===== src/rtl/noekeon_data_in_loader_if.sv =====
// Host-side word stream into the loader plus the block/start/done handshake
// toward the first cipher round.
//   slave  : the loader (takes words and inDone, presents the block and status)
//   master : the host / core side
interface noekeon_data_in_loader_if;
    logic         inClear;      // synchronous abort of the current block
    logic [31:0]  inWord;       // data word from host
    logic         inWordValid;  // inWord valid this cycle
    logic         outWordReady; // loader accepts a word this cycle
    logic [127:0] outData;      // assembled 128-bit block
    logic         outStart;     // one-cycle pulse: outData complete, core starts
    logic         inDone;       // one-cycle pulse: core finished the block
    logic         outBusy;      // block issued, inDone outstanding
    logic [1:0]   outCount;     // words accepted in the current block

    modport slave (
        input  inClear, inWord, inWordValid, inDone,
        output outWordReady, outData, outStart, outBusy, outCount
    );

    modport master (
        output inClear, inWord, inWordValid, inDone,
        input  outWordReady, outData, outStart, outBusy, outCount
    );
endinterface


===== src/rtl/noekeon_data_in_loader.sv =====
// Collects four 32-bit host words into one 128-bit Noekeon block, pulses
// outStart for one cycle when the block is complete, then holds the block
// until the core reports inDone.
//   inClk, inReset : clock and asynchronous active-high reset
//   bus (slave)    : word stream, block output, start/done handshake, status
//   MSW_FIRST      : 1 = first word lands in [127:96], 0 = first word in [31:0]
module noekeon_data_in_loader #(
    parameter bit MSW_FIRST = 1'b1
) (
    input  logic                      inClk,
    input  logic                      inReset,
    noekeon_data_in_loader_if.slave   bus
);

    localparam int unsigned WordW  = 32;
    localparam int unsigned Words  = 4;
    localparam int unsigned CountW = 2;

    typedef enum logic [1:0] {
        COLLECT = 2'd0,
        START   = 2'd1,
        BUSY    = 2'd2
    } state_t;

    state_t            state;
    state_t            nextState;
    logic              accept;
    logic [CountW-1:0] slot;

    assign accept = bus.inWordValid && bus.outWordReady;

    // With MSW first, word k goes to slot 3-k, which for 2 bits is ~k.
    assign slot = MSW_FIRST ? ~bus.outCount : bus.outCount;

    // State register
    always_ff @(posedge inClk or posedge inReset) begin
        if (inReset) begin
            state <= COLLECT;
        end else begin
            state <= nextState;
        end
    end

    // Next-state logic; inClear overrides every transition
    always_comb begin
        nextState = state;
        case (state)
            COLLECT: if (accept && (bus.outCount == CountW'(Words - 1))) nextState = START;
            START:   nextState = BUSY;
            BUSY:    if (bus.inDone) nextState = COLLECT;
            default: nextState = COLLECT;
        endcase
        if (bus.inClear) begin
            nextState = COLLECT;
        end
    end

    // Status outputs decoded from the state register only
    always_comb begin
        bus.outWordReady = 1'b0;
        bus.outStart     = 1'b0;
        bus.outBusy      = 1'b0;
        case (state)
            COLLECT: bus.outWordReady = 1'b1;
            START: begin
                bus.outStart = 1'b1;
                bus.outBusy  = 1'b1;
            end
            BUSY:    bus.outBusy = 1'b1;
            default: bus.outWordReady = 1'b1;
        endcase
    end

    // Block assembly; the count wraps to 0 on the fourth word, so it is
    // already 0 when BUSY returns to COLLECT
    always_ff @(posedge inClk or posedge inReset) begin
        if (inReset) begin
            bus.outData  <= '0;
            bus.outCount <= '0;
        end else if (bus.inClear) begin
            bus.outData  <= '0;
            bus.outCount <= '0;
        end else if (accept) begin
            for (int i = 0; i < Words; i++) begin
                if (slot == CountW'(i)) begin
                    bus.outData[i*WordW +: WordW] <= bus.inWord;
                end
            end
            bus.outCount <= bus.outCount + CountW'(1);
        end
    end

endmodule


===== src/flat_wrapper.sv =====
// flat-port wrapper written by rule: the top's interface ports become plain ports
module noekeon_data_in_loader_flat 
#(
    parameter bit MSW_FIRST = 1'b1
)
  (inClk, inReset, bus_inClear, bus_inWord, bus_inWordValid, bus_inDone, bus_outWordReady, bus_outData, bus_outStart, bus_outBusy, bus_outCount);
  noekeon_data_in_loader_if bus_i ();
  input  logic inClk;
  input  logic inReset;
  input wire logic [$bits(bus_i.inClear)-1:0] bus_inClear;
  input wire logic [$bits(bus_i.inWord)-1:0] bus_inWord;
  input wire logic [$bits(bus_i.inWordValid)-1:0] bus_inWordValid;
  input wire logic [$bits(bus_i.inDone)-1:0] bus_inDone;
  output wire logic [$bits(bus_i.outWordReady)-1:0] bus_outWordReady;
  output wire logic [$bits(bus_i.outData)-1:0] bus_outData;
  output wire logic [$bits(bus_i.outStart)-1:0] bus_outStart;
  output wire logic [$bits(bus_i.outBusy)-1:0] bus_outBusy;
  output wire logic [$bits(bus_i.outCount)-1:0] bus_outCount;
  assign bus_i.inClear = bus_inClear;
  assign bus_i.inWord = bus_inWord;
  assign bus_i.inWordValid = bus_inWordValid;
  assign bus_i.inDone = bus_inDone;
  assign bus_outWordReady = bus_i.outWordReady;
  assign bus_outData = bus_i.outData;
  assign bus_outStart = bus_i.outStart;
  assign bus_outBusy = bus_i.outBusy;
  assign bus_outCount = bus_i.outCount;
  noekeon_data_in_loader #(.MSW_FIRST(MSW_FIRST)) u_core (.inClk(inClk), .inReset(inReset), .bus(bus_i));
endmodule

===== config.mk =====
export PLATFORM = sky130hd
export DESIGN_NAME = noekeon_data_in_loader_flat
export DESIGN_NICKNAME = d
export VERILOG_FILES = /design/src/rtl/noekeon_data_in_loader_if.sv /design/src/rtl/noekeon_data_in_loader.sv /design/src/flat_wrapper.sv
export SDC_FILE = /design/constraint.sdc
export NUM_CORES = 1
export LEC_CHECK = 0
export BUFFER_PORTS_ARGS = -buffer_cell sky130_fd_sc_hd__buf_2
export CORE_MARGIN = 8
export CORE_UTILIZATION = 55
export CTS_CLUSTER_SIZE = 24
export DETAILED_ROUTE_END_ITERATION = 12
export PLACE_DENSITY = 0.85
export SYNTH_ARGS = -nofsm -noshare
export SYNTH_HDL_FRONTEND = slang
export SYNTH_SLANG_ARGS = --single-unit

===== constraint.sdc =====
create_clock -name inClk -period 7.2 [get_ports inClk]
set_input_delay 1.44 -clock inClk [delete_from_list [all_inputs] [get_ports inClk]]
set_output_delay 1.44 -clock inClk [all_outputs]
set_load 0.01 [all_outputs]

-- Word-level counts from Yosys, hierarchy flattened
Index checks and enable logic that the tools add are counted.
W data, S select, Z words.
- $add $sub $neg: 1
- equality and inequality tests: 8
- muxes and demuxes: 15
- bitwise operators: 1
- reduce and logical (&&, ||, !) cells: 15
- operators by type and width (cell ; number):
    $mux W128 ; 2
    $mux W32 ; 4
    $mux W2 ; 5
    $reduce_and A2 Y1 ; 5
    $reduce_bool A2 Y1 ; 5
    $eq A2 B2 Y1 const B ; 4
    $pmux W2 S3 ; 1
    $eq A2 B1 Y1 const B ; 2
    $logic_not A2 Y1 ; 2
    $mux W1 ; 3
    $ne A3 B2 Y1 const B ; 1
    $ne A3 B3 Y1 const B ; 1
    $add A2 B1 Y2 const B ; 1
    $logic_and A1 B1 Y1 ; 2
    $not A2 Y2 ; 1
    $reduce_or A2 Y1 ; 1
- flip-flop bits (word level): 132
- input port bits: 37
- output and inout bits: 133
- logic and storage cells: 46

-- Longest topological paths before layout
- depth after elaboration: 8
- depth in mapped cells: 7
- mapped depth without buffers: 5

-- Worst setup path after synthesis
Ideal clock, no wire load.
- kind: register -> output
- start point: register u_core.state[0]
- end point: output port bus_outWordReady
- arrival: 0.955 ns
- data required time: 5.760 ns
- setup slack: 4.805 ns
- stages on the path, launching flop included: 4
- path buffers: 0
- cell sequence: dfrtp_1 -> inv_1 -> ha_1 -> inv_1
- cells in the longest elaborated chain, start to end: 3
- elaborated cells on any way between the ends: 4
- classes of those cells: eq/ne (2); mux (1); reduce/logical (1)
- ends and longest elaborated chain (item ; line ; text):
    start, declared ; noekeon_data_in_loader.sv:25 ; state_t state;
    start signal, assigned ; noekeon_data_in_loader.sv:40 ; state <= nextState;
    $eq A2 B1 Y1 / $eq A2 B2 Y1 (equally long branches) ; noekeon_data_in_loader.sv:63 ; case (state)
    $reduce_or A2 Y1 (no line) * ; n/a ;
    $mux W1 * ; noekeon_data_in_loader.sv:63 ;
    end, declared ; flat_wrapper.sv:14 ; output wire logic [$bits(bus_i.outWordReady)-1:0] bus_outWordReady;
Every way passes the cells marked *; elsewhere a longest branch is shown, timed or not.

-- Final worst setup path
Ends and elaborated chain as after synthesis.

==> results.md <==
- Layout Cells excl Fill: 893
- Vias in the first global route: 4,922
- Mean post-synth cell area: 9.35 um2
- P&R area growth vs syn: 24.9%
- Power Density: 265 mW/mm2
- Largest net degree at the start of global routing: 72
- WL final: 16,100 um
- Fin. Hold Viols: 0
- Worst rel slew slack: 44.7%
- # resized after CTS: 0
- Crit path required time: 5.76 ns
- Rows: 36
- Clock root buffer: clkbuf_8
- Inserted Clock Buffers: 17
- Routed Antenna Nets: 0
- Post-CTS setup buffer count: 0
- Slew Viols, Final: 0
- Min Tclk post-route: 3.11 ns
- Dpl cells: 862
- Worst VDD drop: 162 uV
- Register clock-pin slew on the reported worst setup and hold paths: 0.06 ns
- Port-buffer cells: 169
- Synth async-reset ratio: 100%
- Status: finished, final reports clean
- Clk sinks: 132
- Critical path class: flop to output port
- Worst R2R End: u_core.state[1]
- Core area: 0.00982 mm2
- Final setup violation count: 0
- Chip height: 117 um
- Initial core utilization: 56.7%
- Min-Delay Endpoint: u_core.bus.outData[73]
- R2R depth: 5
- H-tree depth: 4
- Crit. End Element: output port
- Initial DRC Count: 411
- Antenna cells: 0
- Routed via count: 4,833
- Top FF cell, synth: dfrtp_1
- HP Class: flop to flop
- DR vias/cell: 5.41
- Pre-Repair DR Iteration Count: 5
- Area leader, netlist: dfrtp_1
- Top-area cell type share of the netlist area: 59.4%
- Worst hold start: u_core.bus.outData[73]
- Total power: 1.84 mW
- Largest stage delay on the critical path: 0.47 ns
- Most frequent cell on the critical path: inv_1
- Startpoint Class: flop
- Leakage: 3.48 nW
- Fill count: 768
- Total grt overflow: 0
- Setup TNS Final: 0 ns
- Register area share after synthesis: 59.4%
- GRT Total Usage: 24.0%
- Post-synth EDFFs: 0
- Library cells used by synthesis: 20
- Hold slack final: 0.521 ns
- WL/cell: 18.0 um
- Layout Nets: 793
- First-pass GRT wire length: 24,800 um
- Tightest Pin Transition: 0.829 ns
- Most frequent cell after synthesis: nand2_1
- Initial antenna violation count: 1
- Hold path depth: 2
- Reg-to-reg startpoint: u_core.state[0]
- Final HPWL DP: 10,900 um
- CP Max Fanout: 11
- # DRC: 0
- Worst-skew pair later-pin latency: 0.52 ns
- Synth Register Bits: 132
- CTS tree: yes
- Worst endpoint data arrival time: 1.67 ns
- Boundary pin count: 170
- Width of the die: 117 um
- Reg2reg setup slack: 4.77 ns
- Cell area after synthesis: 0.00557 mm2
- FMAX: 321 MHz
- Worst Clk Skew: 0.0103 ns
- Syn Nets: 640
- Cells after Synth: 595
- YS warnings: 0
- Share of layout cells above drive strength 1: 31.1%
- Max Buffers Root-to-Sink: 2
- Hold Buf Count CTS: 0
- Placer's final routability congestion estimate: 0.831
- Period utilization: 43.3%
- Fin util: 70.8%
- DIE AREA: 0.0136 mm2
- Slowest stage cell, crit path: ha_1
- Maxcap violations: 0
- RSZ-0062 raised after global routing: no
- Synth top area cells: dfrtp_1, nand2_1, a21oi_1
- CP cell instances: inv_1 > ha_1 > inv_1 > buf_2
- Commonest cells post-synth: nand2_1, dfrtp_1, a21oi_1
## logic make-up after synthesis
group	Yosys count	synth area share [%]
multiplexers	2	0.360
AND/OR/NAND/NOR	271	19.1
AO/OA/AOI/OAI	130	13.6
XOR/XNOR	1	0.157
buffers and inverters	51	5.71
adder cells (fa/ha/maj)	8	1.80
flip-flops	132	59.4
## sequential cells by signal, indices dropped and copies added, names as in the netlist
register,cells
u_core.bus.outData,128
u_core.bus.outCount,2
u_core.state,2
## cell type report
type / count / area (um2) / share of cell area, %
clock buffers: 22 / 463 / 6.66
clock inverters: 9 / 128 / 1.84
multi-input cells: 412 / 1940 / 28.0
flip-flops and latches: 132 / 3300 / 47.5
repair buffers: 178 / 916 / 13.2
well taps: 133 / 166 / 2.39
inverters: 7 / 28.8 / 0.414
## layout by cell type, fill, tap and decap left out, types with 4 or more instances in the layout
cell type  netlist  layout
a21oi_1        103     103
a21oi_2         26      26
dfrtp_1        132     132
ha_1             8       8
buf_4            1      10
nand2_1        258     258
inv_1            7       6
clkbuf_8         0       4
buf_2           17     168
and3b_1          4       4
clkbuf_16        0      16
## worst max-delay path by stage
stage | start | endpoint | slack, ns | depth (start not counted)
floorplan | inReset | u_core.bus.outCount[0] | 2.23 | 1
global placement | bus_inClear | u_core.state[1] | 4.02 | 5
detailed placement | bus_inClear | u_core.state[1] | 4.01 | 5
CTS | u_core.state[0] | bus_outWordReady | 4.06 | 4
global route | u_core.state[0] | bus_outWordReady | 4.01 | 4
finish | u_core.state[0] | bus_outWordReady | 4.09 | 4
## stage by stage
stage	cell area [um2]	worst slack [ns]
floorplan	5570	2.23
global placement	6360	4.02
detailed placement	6360	4.01
CTS	6950	4.06
global route	6950	4.01
finish	6950	4.09
## metal layers
metal	share of wire, %	GRT usage, %	vias to the layer above
met5	0.062	0	-
met4	1.0	7.59	2
met3	11	8.53	22
met2	48	39.1	256
met1	40	29.3	2343
li1	-	-	2210
## report_power, final
part	internal, mW	switching, mW
registers	0.772	0.0197
clock network	0.551	0.311
logic	0.0578	0.129
## critical path: cells and delay by family, from the launching register on
kind	cells	cell delay, ns
buffers and inverters	3	0.29
flip-flops	1	0.40
adder cells (fa/ha/maj)	1	0.47
Power figures use the tool's default switching activity.
